===== src/rtl/neuraedge_pm_pkg.sv =====
// Shared power-management definitions for the neuraedge_npu_50_tops shell:
// P-state encoding, per-state operating-point tables, CSR map and reset thresholds.
package neuraedge_pm_pkg;

    typedef enum logic [1:0] {
        P0 = 2'd0,
        P1 = 2'd1,
        P2 = 2'd2,
        P3 = 2'd3
    } pstate_t;

    localparam logic [15:0] P_FREQ_MHZ [4] = '{16'd400, 16'd600, 16'd800, 16'd1000};
    localparam logic [15:0] P_VOLT_MV  [4] = '{16'd650, 16'd750, 16'd850, 16'd950};
    localparam logic [15:0] P_POWER_MW [4] = '{16'd150, 16'd300, 16'd550, 16'd900};
    localparam logic [7:0]  P_IDLE_E   [4] = '{8'd1, 8'd2, 8'd3, 8'd4};
    localparam logic [7:0]  P_ACTIVE_E [4] = '{8'd2, 8'd4, 8'd7, 8'd11};

    localparam logic [7:0] ADDR_ENERGY_LO    = 8'h60;
    localparam logic [7:0] ADDR_ENERGY_HI    = 8'h64;
    localparam logic [7:0] ADDR_UTIL_HIGH    = 8'hA0;
    localparam logic [7:0] ADDR_UTIL_LOW     = 8'hA4;
    localparam logic [7:0] ADDR_UTIL_OVERRIDE = 8'hB0;
    localparam logic [7:0] ADDR_CUR_FREQ     = 8'hC0;
    localparam logic [7:0] ADDR_CUR_VOLT     = 8'hC4;
    localparam logic [7:0] ADDR_STATUS       = 8'hD0;

    localparam logic [6:0] RST_UTIL_HIGH_PCT = 7'd75;
    localparam logic [6:0] RST_UTIL_LOW_PCT  = 7'd25;

    function automatic pstate_t stepUp(input pstate_t p);
        return (p == P3) ? P3 : pstate_t'(p + 2'd1);
    endfunction

    function automatic pstate_t stepDown(input pstate_t p);
        return (p == P0) ? P0 : pstate_t'(p - 2'd1);
    endfunction

endpackage


===== src/rtl/neuraedge_dvfs_ctrl.sv =====
// Windowed utilization measurement and DVFS P-state selection under thermal
// and power-budget limits; the decision is taken once per window on its last cycle.
module neuraedge_dvfs_ctrl
    import neuraedge_pm_pkg::*;
#(
    parameter int UTIL_WINDOW = 256,
    parameter int TEMP_LIMIT  = 95
) (
    input  logic        clk,
    input  logic        reset,
    input  logic [7:0]  i_powerMode,
    input  logic [15:0] i_budgetMw,
    input  logic [7:0]  i_tempC,
    input  logic        i_dataValid,
    input  logic [6:0]  i_highPct,
    input  logic [6:0]  i_lowPct,
    input  logic        i_overrideEn,
    input  logic [9:0]  i_overrideVal,
    output pstate_t     o_pstate,
    output logic        o_thermalLimit
);

    localparam int WIN_BITS = $clog2(UTIL_WINDOW);
    localparam logic [WIN_BITS-1:0] WIN_LAST = WIN_BITS'(UTIL_WINDOW - 1);
    localparam logic [7:0] TEMP_LIM8 = 8'(TEMP_LIMIT);

    pstate_t               r_pstate;
    pstate_t               w_nextPstate;
    pstate_t               w_upPstate;
    pstate_t               w_downPstate;
    logic                  r_thermalLimit;
    logic [WIN_BITS-1:0]   r_winCnt;
    logic [WIN_BITS:0]     r_actCnt;
    logic [WIN_BITS:0]     w_actTotal;
    logic [WIN_BITS+7:0]   w_actProd;
    logic [6:0]            w_utilAct;
    logic [6:0]            w_utilOv;
    logic [6:0]            w_util;
    logic                  w_winEnd;
    logic                  w_overTemp;

    // The last cycle's beat belongs to the window, so it is folded in before scaling.
    assign w_winEnd   = (r_winCnt == WIN_LAST);
    assign w_actTotal = r_actCnt + (WIN_BITS+1)'(i_dataValid);
    assign w_actProd  = (WIN_BITS+8)'(w_actTotal) * (WIN_BITS+8)'(100);
    assign w_utilAct  = 7'(w_actProd >> WIN_BITS);
    assign w_utilOv   = 7'(i_overrideVal / 10'd10);
    assign w_util     = i_overrideEn ? w_utilOv : w_utilAct;
    assign w_overTemp = (i_tempC >= TEMP_LIM8);
    assign w_upPstate   = stepUp(r_pstate);
    assign w_downPstate = stepDown(r_pstate);

    always_comb begin
        w_nextPstate = r_pstate;
        if (w_winEnd) begin
            if (i_powerMode == 8'd1) begin
                w_nextPstate = P0;
            end else if (i_powerMode == 8'd2) begin
                w_nextPstate = P3;
            end else if (w_overTemp || (P_POWER_MW[r_pstate] > i_budgetMw)) begin
                w_nextPstate = w_downPstate;
            end else if ((w_util > i_highPct) && (P_POWER_MW[w_upPstate] <= i_budgetMw)) begin
                w_nextPstate = w_upPstate;
            end else if (w_util < i_lowPct) begin
                w_nextPstate = w_downPstate;
            end
        end
    end

    always_ff @(posedge clk) begin
        if (reset) begin
            r_pstate       <= P1;
            r_thermalLimit <= 1'b0;
            r_winCnt       <= '0;
            r_actCnt       <= '0;
        end else begin
            r_pstate <= w_nextPstate;
            r_winCnt <= r_winCnt + 1'b1;
            if (w_winEnd) begin
                r_actCnt       <= '0;
                r_thermalLimit <= w_overTemp;
            end else begin
                r_actCnt <= w_actTotal;
            end
        end
    end

    assign o_pstate       = r_pstate;
    assign o_thermalLimit = r_thermalLimit;

endmodule


===== src/rtl/neuraedge_npu_50_tops.sv =====
// NPU power-management shell: CSR decode, 64-bit energy accumulator with high-word
// snapshot, and DVFS control. Optional macro NEURAEDGE_UTIL_OVERRIDE_EN adds the 0xB0 override.
module neuraedge_npu_50_tops
    import neuraedge_pm_pkg::*;
#(
    parameter int UTIL_WINDOW = 256,
    parameter int TEMP_LIMIT  = 95
) (
    input  logic         clk,
    input  logic         reset,
    input  logic [7:0]   power_mode,
    input  logic [15:0]  system_power_budget_mw,
    input  logic [7:0]   chip_temperature,
    input  logic [15:0]  performance_target_tops,
    input  logic         global_sparsity_enable,
    input  logic [1:0]   global_sparsity_mode,
    input  logic [1:0]   global_precision_mode,
    input  logic [511:0] data_in,
    input  logic         data_valid,
    input  logic         csr_valid,
    input  logic         csr_write,
    input  logic [7:0]   csr_addr,
    input  logic [31:0]  csr_wdata,
    output logic [31:0]  csr_rdata,
    output logic         csr_ready
);

    logic [63:0] r_energy;
    logic [31:0] r_shadow;
    logic [6:0]  r_highPct;
    logic [6:0]  r_lowPct;
    logic        r_ready;
    logic [31:0] r_rdata;
    logic        w_accept;
    logic        w_wrEn;
    logic        w_rdEn;
    logic [6:0]  w_satPct;
    logic [31:0] w_rdMux;
    logic [7:0]  w_energyInc;
    logic        w_overrideEn;
    logic [9:0]  w_overrideVal;
    logic [31:0] w_overrideRd;
    logic        w_thermalLimit;
    pstate_t     w_pstate;
    logic        w_unused;

    assign w_unused = ^{data_in, performance_target_tops};

    assign w_accept = csr_valid & ~r_ready;
    assign w_wrEn   = w_accept & csr_write;
    assign w_rdEn   = w_accept & ~csr_write;
    assign w_satPct = (csr_wdata > 32'd100) ? 7'd100 : csr_wdata[6:0];

`ifdef NEURAEDGE_UTIL_OVERRIDE_EN
    logic        r_overrideEn;
    logic [9:0]  r_overrideVal;

    // Out-of-range writes only disable the override; the stored value is kept.
    always_ff @(posedge clk) begin
        if (reset) begin
            r_overrideEn  <= 1'b0;
            r_overrideVal <= '0;
        end else if (w_wrEn && (csr_addr == ADDR_UTIL_OVERRIDE)) begin
            if (csr_wdata <= 32'd1000) begin
                r_overrideEn  <= 1'b1;
                r_overrideVal <= csr_wdata[9:0];
            end else begin
                r_overrideEn <= 1'b0;
            end
        end
    end

    assign w_overrideEn  = r_overrideEn;
    assign w_overrideVal = r_overrideVal;
    assign w_overrideRd  = {r_overrideEn, 21'b0, r_overrideVal};
`else
    assign w_overrideEn  = 1'b0;
    assign w_overrideVal = '0;
    assign w_overrideRd  = '0;
`endif

    neuraedge_dvfs_ctrl #(
        .UTIL_WINDOW (UTIL_WINDOW),
        .TEMP_LIMIT  (TEMP_LIMIT)
    ) u_dvfs (
        .clk            (clk),
        .reset          (reset),
        .i_powerMode    (power_mode),
        .i_budgetMw     (system_power_budget_mw),
        .i_tempC        (chip_temperature),
        .i_dataValid    (data_valid),
        .i_highPct      (r_highPct),
        .i_lowPct       (r_lowPct),
        .i_overrideEn   (w_overrideEn),
        .i_overrideVal  (w_overrideVal),
        .o_pstate       (w_pstate),
        .o_thermalLimit (w_thermalLimit)
    );

    always_comb begin
        w_rdMux = '0;
        case (csr_addr)
            ADDR_ENERGY_LO:     w_rdMux = r_energy[31:0];
            ADDR_ENERGY_HI:     w_rdMux = r_shadow;
            ADDR_UTIL_HIGH:     w_rdMux = {25'b0, r_highPct};
            ADDR_UTIL_LOW:      w_rdMux = {25'b0, r_lowPct};
            ADDR_UTIL_OVERRIDE: w_rdMux = w_overrideRd;
            ADDR_CUR_FREQ:      w_rdMux = {16'b0, P_FREQ_MHZ[w_pstate]};
            ADDR_CUR_VOLT:      w_rdMux = {16'b0, P_VOLT_MV[w_pstate]};
            ADDR_STATUS:        w_rdMux = {23'b0, global_precision_mode, global_sparsity_mode,
                                           global_sparsity_enable, w_thermalLimit,
                                           w_overrideEn, w_pstate};
            default:            w_rdMux = '0;
        endcase
    end

    assign w_energyInc = P_IDLE_E[w_pstate] + (data_valid ? P_ACTIVE_E[w_pstate] : 8'd0);

    // Reading the low word freezes the high word so a LO-then-HI pair is coherent.
    always_ff @(posedge clk) begin
        if (reset) begin
            r_energy  <= '0;
            r_shadow  <= '0;
            r_highPct <= RST_UTIL_HIGH_PCT;
            r_lowPct  <= RST_UTIL_LOW_PCT;
            r_ready   <= 1'b0;
            r_rdata   <= '0;
        end else begin
            r_energy <= r_energy + 64'(w_energyInc);
            r_ready  <= w_accept;
            if (w_rdEn) begin
                r_rdata <= w_rdMux;
                if (csr_addr == ADDR_ENERGY_LO) begin
                    r_shadow <= r_energy[63:32];
                end
            end
            if (w_wrEn && (csr_addr == ADDR_UTIL_HIGH)) begin
                r_highPct <= w_satPct;
            end
            if (w_wrEn && (csr_addr == ADDR_UTIL_LOW)) begin
                r_lowPct <= w_satPct;
            end
        end
    end

    assign csr_ready = r_ready;
    assign csr_rdata = r_rdata;

endmodule


===== config.mk =====
export PLATFORM = sky130hd
export DESIGN_NAME = neuraedge_npu_50_tops
export DESIGN_NICKNAME = d
export VERILOG_FILES = /design/src/rtl/neuraedge_pm_pkg.sv /design/src/rtl/neuraedge_dvfs_ctrl.sv /design/src/rtl/neuraedge_npu_50_tops.sv
export SDC_FILE = /design/constraint.sdc
export NUM_CORES = 1
export LEC_CHECK = 0
export BUFFER_PORTS_ARGS = -buffer_cell sky130_fd_sc_hd__buf_2
export CAP_MARGIN = 10
export CORE_AREA = 2 2 249 251
export DETAILED_ROUTE_END_ITERATION = 8
export DIE_AREA = 0 0 251 253
export GPL_TIMING_DRIVEN = 0
export PLACE_DENSITY_LB_ADDON = 0.2
export SLEW_MARGIN = 20
export SYNTH_ARGS = -nofsm -noshare
export SYNTH_HDL_FRONTEND = slang
export SYNTH_SLANG_ARGS = --single-unit

===== constraint.sdc =====
create_clock -name clk -period 4.8 [get_ports clk]
set_input_delay 0.48 -clock clk [delete_from_list [all_inputs] [get_ports clk]]
set_output_delay 0.48 -clock clk [all_outputs]
set_load 0.01 [all_outputs]

==> results of run 1 <==
## sequential cells by signal, indices dropped and copies added, names as in the netlist
register and count:
csr_rdata 32, r_lowPct 7, u_dvfs.r_actCnt 9, u_dvfs.r_winCnt 8
u_dvfs.o_thermalLimit 1, r_highPct 7, csr_ready 1, r_energy 64
u_dvfs.o_pstate 2, r_shadow 32
## logic make-up (layout without fill, tap and decap cells)
family	count (synthesis)	count (layout)	synth area share, %
simple gates	438	438	24.1
mux	2	2	0.259
flops	163	163	37.6
compound gates	186	186	14.4
fa+ha+maj	77	77	11.5
buf+inv	105	259	4.60
xor+xnor	74	74	7.47
## cell type report
class,instances,area (µm²)
Buffer,43,166
Clock inverter,12,98.8
Sequential cell,163,3270
Multi-Input combinational cell,777,5290
Inverter,62,233
Tap cell,790,988
Timing Repair Buffer,123,642
Clock buffer,19,443
Fill cell,6954,49900
## worst paths after layout
check                                         end  slack (ns)  depth (start not counted)
setup reg to reg  u_dvfs.o_pstate[1]$_SDFFE_PP0P_       -0.05                         24
setup / recovery  u_dvfs.o_pstate[1]$_SDFFE_PP0P_       -0.05                         24
hold / removal               csr_ready$_SDFF_PP0_        0.30                          3
hold reg to reg     u_dvfs.r_winCnt[0]$_SDFF_PP0_        0.45                          1
## power by group through the flow
stage	Combinational (mW)	Clock (mW)	Sequential [mW]
2_1_floorplan	0.122	0	1.43
3_3_place_gp	0.242	0	1.43
3_5_place_dp	0.244	0	1.43
4_1_cts	0.249	1.35	1.40
5_1_grt	0.276	1.41	1.40
6_report	0.244	1.30	1.40
## synth_stat cells (7+ instances only)
cell and instances:
nor2_1 162, nor4_1 7, nor2b_1 11, o21ai_0 27, nand2b_1 9, dfxtp_1 163, nor3_1 42, a21oi_1 63
a211o_1 9, nand4_1 19, xor2_1 39, nand2_1 110, clkbuf_1 41, o21a_1 7, ha_1 72, inv_1 62
xnor2_1 35, nand3_1 31, a211oi_1 11, a311oi_1 8, or3_1 11, a221oi_1 29
## timing repair
action,in CTS,in global routing
setup endpoints to repair,7,12
pin swaps,26,5
buffers inserted,9,0
resized for setup,27,6
## metal layers
| metal | wire, µm | part of all wire, % |
|---|---|---|
| met5 | 0 | 0 |
| met4 | 444 | 1.4 |
| met3 | 1070 | 3.5 |
| met2 | 14700 | 48 |
| met1 | 14700 | 48 |
## per-stage QoR
step | cells | worst slack [ns] | power [mW]
floorplan | 1045 | 0.00488 | 1.55
global placement | 1949 | -0.994 | 1.67
detailed placement | 1949 | -1.04 | 1.67
CTS | 1989 | -0.161 | 3.00
global route | 1989 | -0.361 | 3.08
finish | 1989 | -0.0549 | 2.95
## tightest hold or removal path, stage by stage
cell	delay (ns)
buf_2	0.09
nand2b_1	0.07
nor2_1	0.08
==> results.md, run 1 <==
* Endpoints failing setup at 2
* Synth unique cells at 54
* Tightest Pin Transition at around 0.91 ns
* P&R area growth vs syn at 28.2%
* Tmin final at just under 5 ns
* Most common cell after layout, fill and taps aside: nor2_1
* Min setup slack post-route at -0.0549 ns
* Gr ovfl total at 0
* Clock-pin slew on the worst setup and hold paths at roughly 0.070 ns
* RSZ-0062 raised after global routing: yes
* Fraction of registers with async set/reset at 0%
* Slowest-stage cell, CP: fa_1
* Worst min path class: input port to flip-flop
* CP arrival at 5.17 ns
* Pin count of the biggest net entering global routing at 17
* WP buf/inv at 3
* Max cap viols at 0
* 1st-iter DRT viols at about 500
* Routed WL per cell at 15.5 µm
* Total track usage at about a tenth
* Crit path max-delay family: adder cells
* Initial antenna violation count at 1
* DR DRC count at 0
* Pwr/cell area at 265 mW/mm²
* Failing checks: setup timing
* CTS tree: built
* CTS Sinks at 163
* Clock power frac at about 44%
* Diode count at 0
* Slew HR at about two fifths
* Data required time at the worst endpoint at around 5 ns
* Max rail drop VDD at around 260 µV
* Die ar. at 0.0635 mm²
* Final TNS setup at -0.106 ns
* Switching portion of total power at between 20% and 30%
* First-pass GRT wire length at between 40000 and 50000 µm
* CTS Root Buffer Type: clkbuf_16
* Min-delay src: csr_valid
* Max Fclk at approximately 210 MHz
* Sequential share of the synthesized area at roughly 38%
* GRT met2 Usage at 16.2%
* Die height at between 200 and 300 µm
* Flip-flop and latch count after synthesis at 163
* DP Area at a little over 0.01 mm²
* Vias at about 7800
* Area of the core at a little over 0.06 mm²
* Synthesized area at around 0.0087 mm²
* Hold_ws at between 0.2 and 0.3 ns
* Top cells by area, synth: dfxtp_1, ha_1, nor2_1, nand2_1, xor2_1
* Total Wirelength at between 30000 and 40000 µm
* GPL Wtd Cong at roughly 0.77
* Kind of critical path: flip-flop to flip-flop
* Vias per cell at approximately 4
* Net switching power figure at approximately 790 µW
* Worst setup EP type: flip-flop
* Ys flop type: dfxtp_1
* Post-synth EDFFs at 0
* PortBufs at approximately 110
* DRT Pass-1 Iters at 5
* Gate power share at 8.3%
* Hold_buf cts at 0
* Internal power component at ~2.2 mW
* Mapped Avg Cell Area at just over 8 µm²
* Pins Over Slew Limit at 0
* Depth of the CTS H-tree at 4
* Max clock buf depth at 2
* Startpoint types: flip-flop
* Met3 Track Usage GR at 2.09%
* CP peak stage delay at 0.50 ns
* Crit path cell chain: ha_4 -> ha_4 -> nand3_4 -> xnor2_4 -> buf_6 -> ha_1 -> ha_1 -> inv_1 -> fa_1 -> inv_2 -> ha_4 -> o21a_1 -> o31a_1 -> nor3_2 -> o21bai_1 -> xnor2_2 -> ha_1 -> nand4_1 -> o22ai_1 -> o22a_1 -> nand3_2 -> mux2_4 -> o21ai_1 -> o32ai_1
* Status: complete, but fails checks
* Start point of the critical path: u_dvfs.r_actCnt[0]$_SDFF_PP0_
* Vias in the first global route at ~7600
* Setup Skew at 0.0132 ns
* Static Leakage at ~4.2 nW
* Top Usage Layer GRT: met2
* Post-Syn Nets at between 1500 and 2000
* Num rows at 91
* Crit-path max FO at 5
* Final instance area at around 0.011 mm²
* Starting Density at between 10 and 15%
* Share of cells above drive strength 1 at ~17%
* Crit share post-route at 101%
* Clock Latency Late Sink at around 0.45 ns
* Reg power frac at a little under half
* Die W at roughly 250 µm
* Reg2reg start: u_dvfs.r_actCnt[0]$_SDFF_PP0_
* CTS Buf Count at 17
* Io pins at about 640
* DP HPWL at 24300 µm
* Most frequent cells in the layout: nor2_1, dfxtp_1, buf_2
* Final #Nets at between 1500 and 2000
* Share of the synthesized area in the top cell type at between 30% and 40%
* Cells after Synth at 1045
* Grt met1 use at 12.9%
* Syn. warnings at 0
* Final Hold Fails at 0
* Leading area contributor after synthesis: dfxtp_1
* Remaining antenna violation count after routing at 0
* Final Util at 18.2%
Power figures use the tool's default switching activity.
==> run 2: changes to the inputs <==
Settings changed: CORE_AREA 2 2 249 251 to 2 2 251 253, DIE_AREA 0 0 251 253 to 0 0 253 255.
Clock period 4.8 ns to 5 ns, I/O delays scaled along.
==> results.md, run 2 (same netlist as run 1, synthesis figures left out) <==
* Area of the core at 0.0622 mm² (was 0.0610 mm²)
* Clock power frac at 46.0% (was 44.3%)
* RR Endpoint: u_dvfs.o_pstate[1]$_SDFFE_PP0P_ (unchanged)
* Filler cells at 7051 (was 6954)
* Kind of critical path: flip-flop to flip-flop (unchanged)
* Clock-pin slew on the worst setup and hold paths at 0.07 ns (about the same)
* Min-delay src: csr_valid (unchanged)
* Clock Latency Late Sink at 0.45 ns (about the same)
* Routed WL per cell at 15.4 µm (was 15.5 µm)
* Reg power frac at 45.7% (was 47.4%)
* Max FFs per register at 64 (unchanged)
* CTS tree: built (unchanged)
* Data required time at the worst endpoint at 5.33 ns (was 5.11 ns)
* DP Area at 0.0103 mm² (about the same)
* Die height at 255 µm (was 253 µm)
* Pwr/cell area at 262 mW/mm² (was 265 mW/mm²)
* Die ar. at 0.0645 mm² (was 0.0635 mm²)
* Max rail drop VDD at 239 µV (was 263 µV)
* Vias per cell at 3.87 (was 3.91)
* Endpoints failing setup at 0 (was 2)
* Worst R2R Setup Slack at 0.12 ns (was -0.05 ns)
* Static Leakage at 4.28 nW (was 4.23 nW)
* R2R cell count at 24 (unchanged)
* Non-Filler Instances at 2002 (was 1989)
* Worst setup EP type: flip-flop (unchanged)
* Hold path endpoint: csr_ready$_SDFF_PP0_ (unchanged)
* Num rows at 92 (was 91)
* Total power at 2.94 mW (was 2.95 mW)
* Crit share post-route at 97.5% (was 101%)
* CTS Sinks at 163 (unchanged)
* GPL Wtd Cong at 0.779 (was 0.765)
* Share of cells above drive strength 1 at 18.1% (was 17.3%)
* RSZ-0062 raised after global routing: yes (unchanged)
* DR DRC count at 0 (unchanged)
* 1st-iter DRT viols at 439 (was 502)
* Max Fclk at 205 MHz (was 206 MHz)
* Depth of the CTS H-tree at 4 (unchanged)
* Pin count of the biggest net entering global routing at 17 (unchanged)
* Internal power component at 2.14 mW (was 2.16 mW)
* Reg2reg start: u_dvfs.r_actCnt[0]$_SDFF_PP0_ (unchanged)
* Tightest Pin Transition at 1.09 ns (was 0.908 ns)
* DP HPWL at 24400 µm (was 24300 µm)
* Most common cell after layout, fill and taps aside: nor2_1 (unchanged)
* Final #Nets at 1877 (was 1874)
* Diode count at 0 (unchanged)
* Max clock buf depth at 2 (unchanged)
* Gr ovfl total at 0 (unchanged)
* First-pass GRT wire length at 45900 µm (was 46700 µm)
* Initial antenna violation count at 0 (was 1)
* CTS Buf Count at 17 (unchanged)
* Startpoint types: flip-flop (unchanged)
* Io pins at 643 (unchanged)
* Remaining antenna violation count after routing at 0 (unchanged)
* P&R area growth vs syn at 29.5% (was 28.2%)
* Gate power share at 8.3% (about the same)
* Placed Cells at 1958 (was 1949)
* Vias in the first global route at 7496 (was 7611)
* Worst min path class: input port to flip-flop (unchanged)
* Max cap viols at 0 (unchanged)
* Pins Over Slew Limit at 0 (unchanged)
* CP arrival at 5.20 ns (was 5.17 ns)
* Final Util at 18.1% (was 18.2%)
* Hold path cells at 3 (unchanged)
* Starting Density at 14.0% (was 14.2%)
* CTS Root Buffer Type: clkbuf_16 (unchanged)
* Slew HR at 26.9% (was 39.5%)
* Die W at 253 µm (was 251 µm)
* Switching portion of total power at 27.3% (was 26.8%)
* Most frequent cells in the layout: nor2_1, dfxtp_1, buf_2 (unchanged)
* Total Wirelength at 30900 µm (unchanged)
* Net switching power figure at 801 µW (was 789 µW)
* Min setup slack post-route at 0.124 ns (was -0.0549 ns)
* DRT Pass-1 Iters at 5 (unchanged)
* Crit-path max FO at 4 (was 5)
* Pre-CTS worst setup slack at -0.833 ns (was -1.04 ns)
* Final Hold Fails at 0 (unchanged)
* Tmin final at 4.88 ns (was 4.85 ns)
* PortBufs at 114 (unchanged)
* Final instance area at 0.0112 mm² (was 0.0111 mm²)
* Status: completed (was complete, but fails checks)
* Total track usage at 9.52% (was 9.77%)
* Largest reg by FF count: r_energy (unchanged)
* Vias at 7752 (was 7777)
* Setup Skew at 0.0137 ns (was 0.0132 ns)
[run 2: cell types whose count changed in the layout (fill, tap and decap cells not counted), moves of 2 or more]
cell,previous run,this run
a21oi_1,60,58
a21oi_2,3,5
ha_1,65,63
o21ai_2,2,4
buf_4,9,13
o21ai_1,4,1
clkinvlp_4,4,2
nor3_1,37,41
xnor2_2,2,4
nor3_2,5,1
ha_4,7,9
[run 2: power groups by stage]
stage	clock network [mW]	registers [mW]	logic (mW)
3_5_place_dp	0	1.37	0.236
4_1_cts	1.39	1.34	0.244
2_1_floorplan	0	1.37	0.115
6_report	1.35	1.34	0.244
3_3_place_gp	0	1.37	0.235
5_1_grt	1.44	1.35	0.274
[run 2: what timing repair did]
item	in CTS	in global routing
hold endpoints to repair	0	0
resized for setup	29	20
setup buffers	7	5
setup endpoints to repair	2	5
hold buffers	0	0
pin swaps	24	21
[run 2: layout make-up]
cell class                 instances  area, µm²  area share [%]
tap                              799       1000            8.90
sequential                       163       3270            29.1
clock buffer                      19        443            3.94
inverter                          62        233            2.07
clock inverter                    13        145            1.29
buffer                            43        166            1.48
multi-input combinational        777       5320            47.3
timing repair buffer             126        661            5.88
[run 2: worst max-delay path: stages (launching register included)]
cell	delay [ns]
dfxtp_2	0.34
ha_4	0.16
ha_4	0.18
xor2_4	0.24
ha_4	0.24
ha_4	0.25
inv_2	0.03
fa_1	0.49
inv_2	0.05
ha_4	0.21
o21ai_2	0.06
a21oi_2	0.06
o21a_1	0.19
o31a_1	0.30
nor3_2	0.16
o21bai_1	0.14
xnor2_2	0.17
ha_1	0.30
nand4_1	0.10
o22ai_1	0.18
o22a_1	0.21
nand3_2	0.12
mux2_4	0.33
a21oi_2	0.16
o32ai_2	0.08
[run 2: worst max-delay path by stage]
stage	from	to	slack (ns)	cells past startpoint
6_report	u_dvfs.r_actCnt[0]$_SDFF_PP0_	u_dvfs.o_pstate[1]$_SDFFE_PP0P_	0.12	24
5_1_grt	u_dvfs.r_actCnt[0]$_SDFF_PP0_	u_dvfs.o_pstate[1]$_SDFFE_PP0P_	-0.12	24
4_1_cts	u_dvfs.r_actCnt[0]$_SDFF_PP0_	u_dvfs.o_pstate[1]$_SDFFE_PP0P_	0.006	24
3_5_place_dp	data_valid	u_dvfs.o_pstate[0]$_SDFFE_PP1P_	-0.83	24
3_3_place_gp	data_valid	u_dvfs.o_pstate[0]$_SDFFE_PP1P_	-0.83	24
2_1_floorplan	data_valid	u_dvfs.o_pstate[1]$_SDFFE_PP0P_	0.04	24
[run 2: per-stage QoR]
stage / hold WS (ns) / TNS, ns
after floorplan: 0.418 / 0
after global placement: 0.431 / -1.64
after detailed placement: 0.442 / -1.66
after CTS: 0.287 / 0
after global routing: 0.304 / -0.207
final: 0.306 / 0
[run 2: per-layer routing]
layer  share of wire, %  wire [µm]  vias up  global-route usage, %
met2                 48      14700       97                   15.8
met3                3.8       1180       18                   2.30
li1                   -          -     3934                      -
met1                 48      14800     3703                   12.7
met4               0.75        233        0                   1.61
met5                  0          0        -                      0
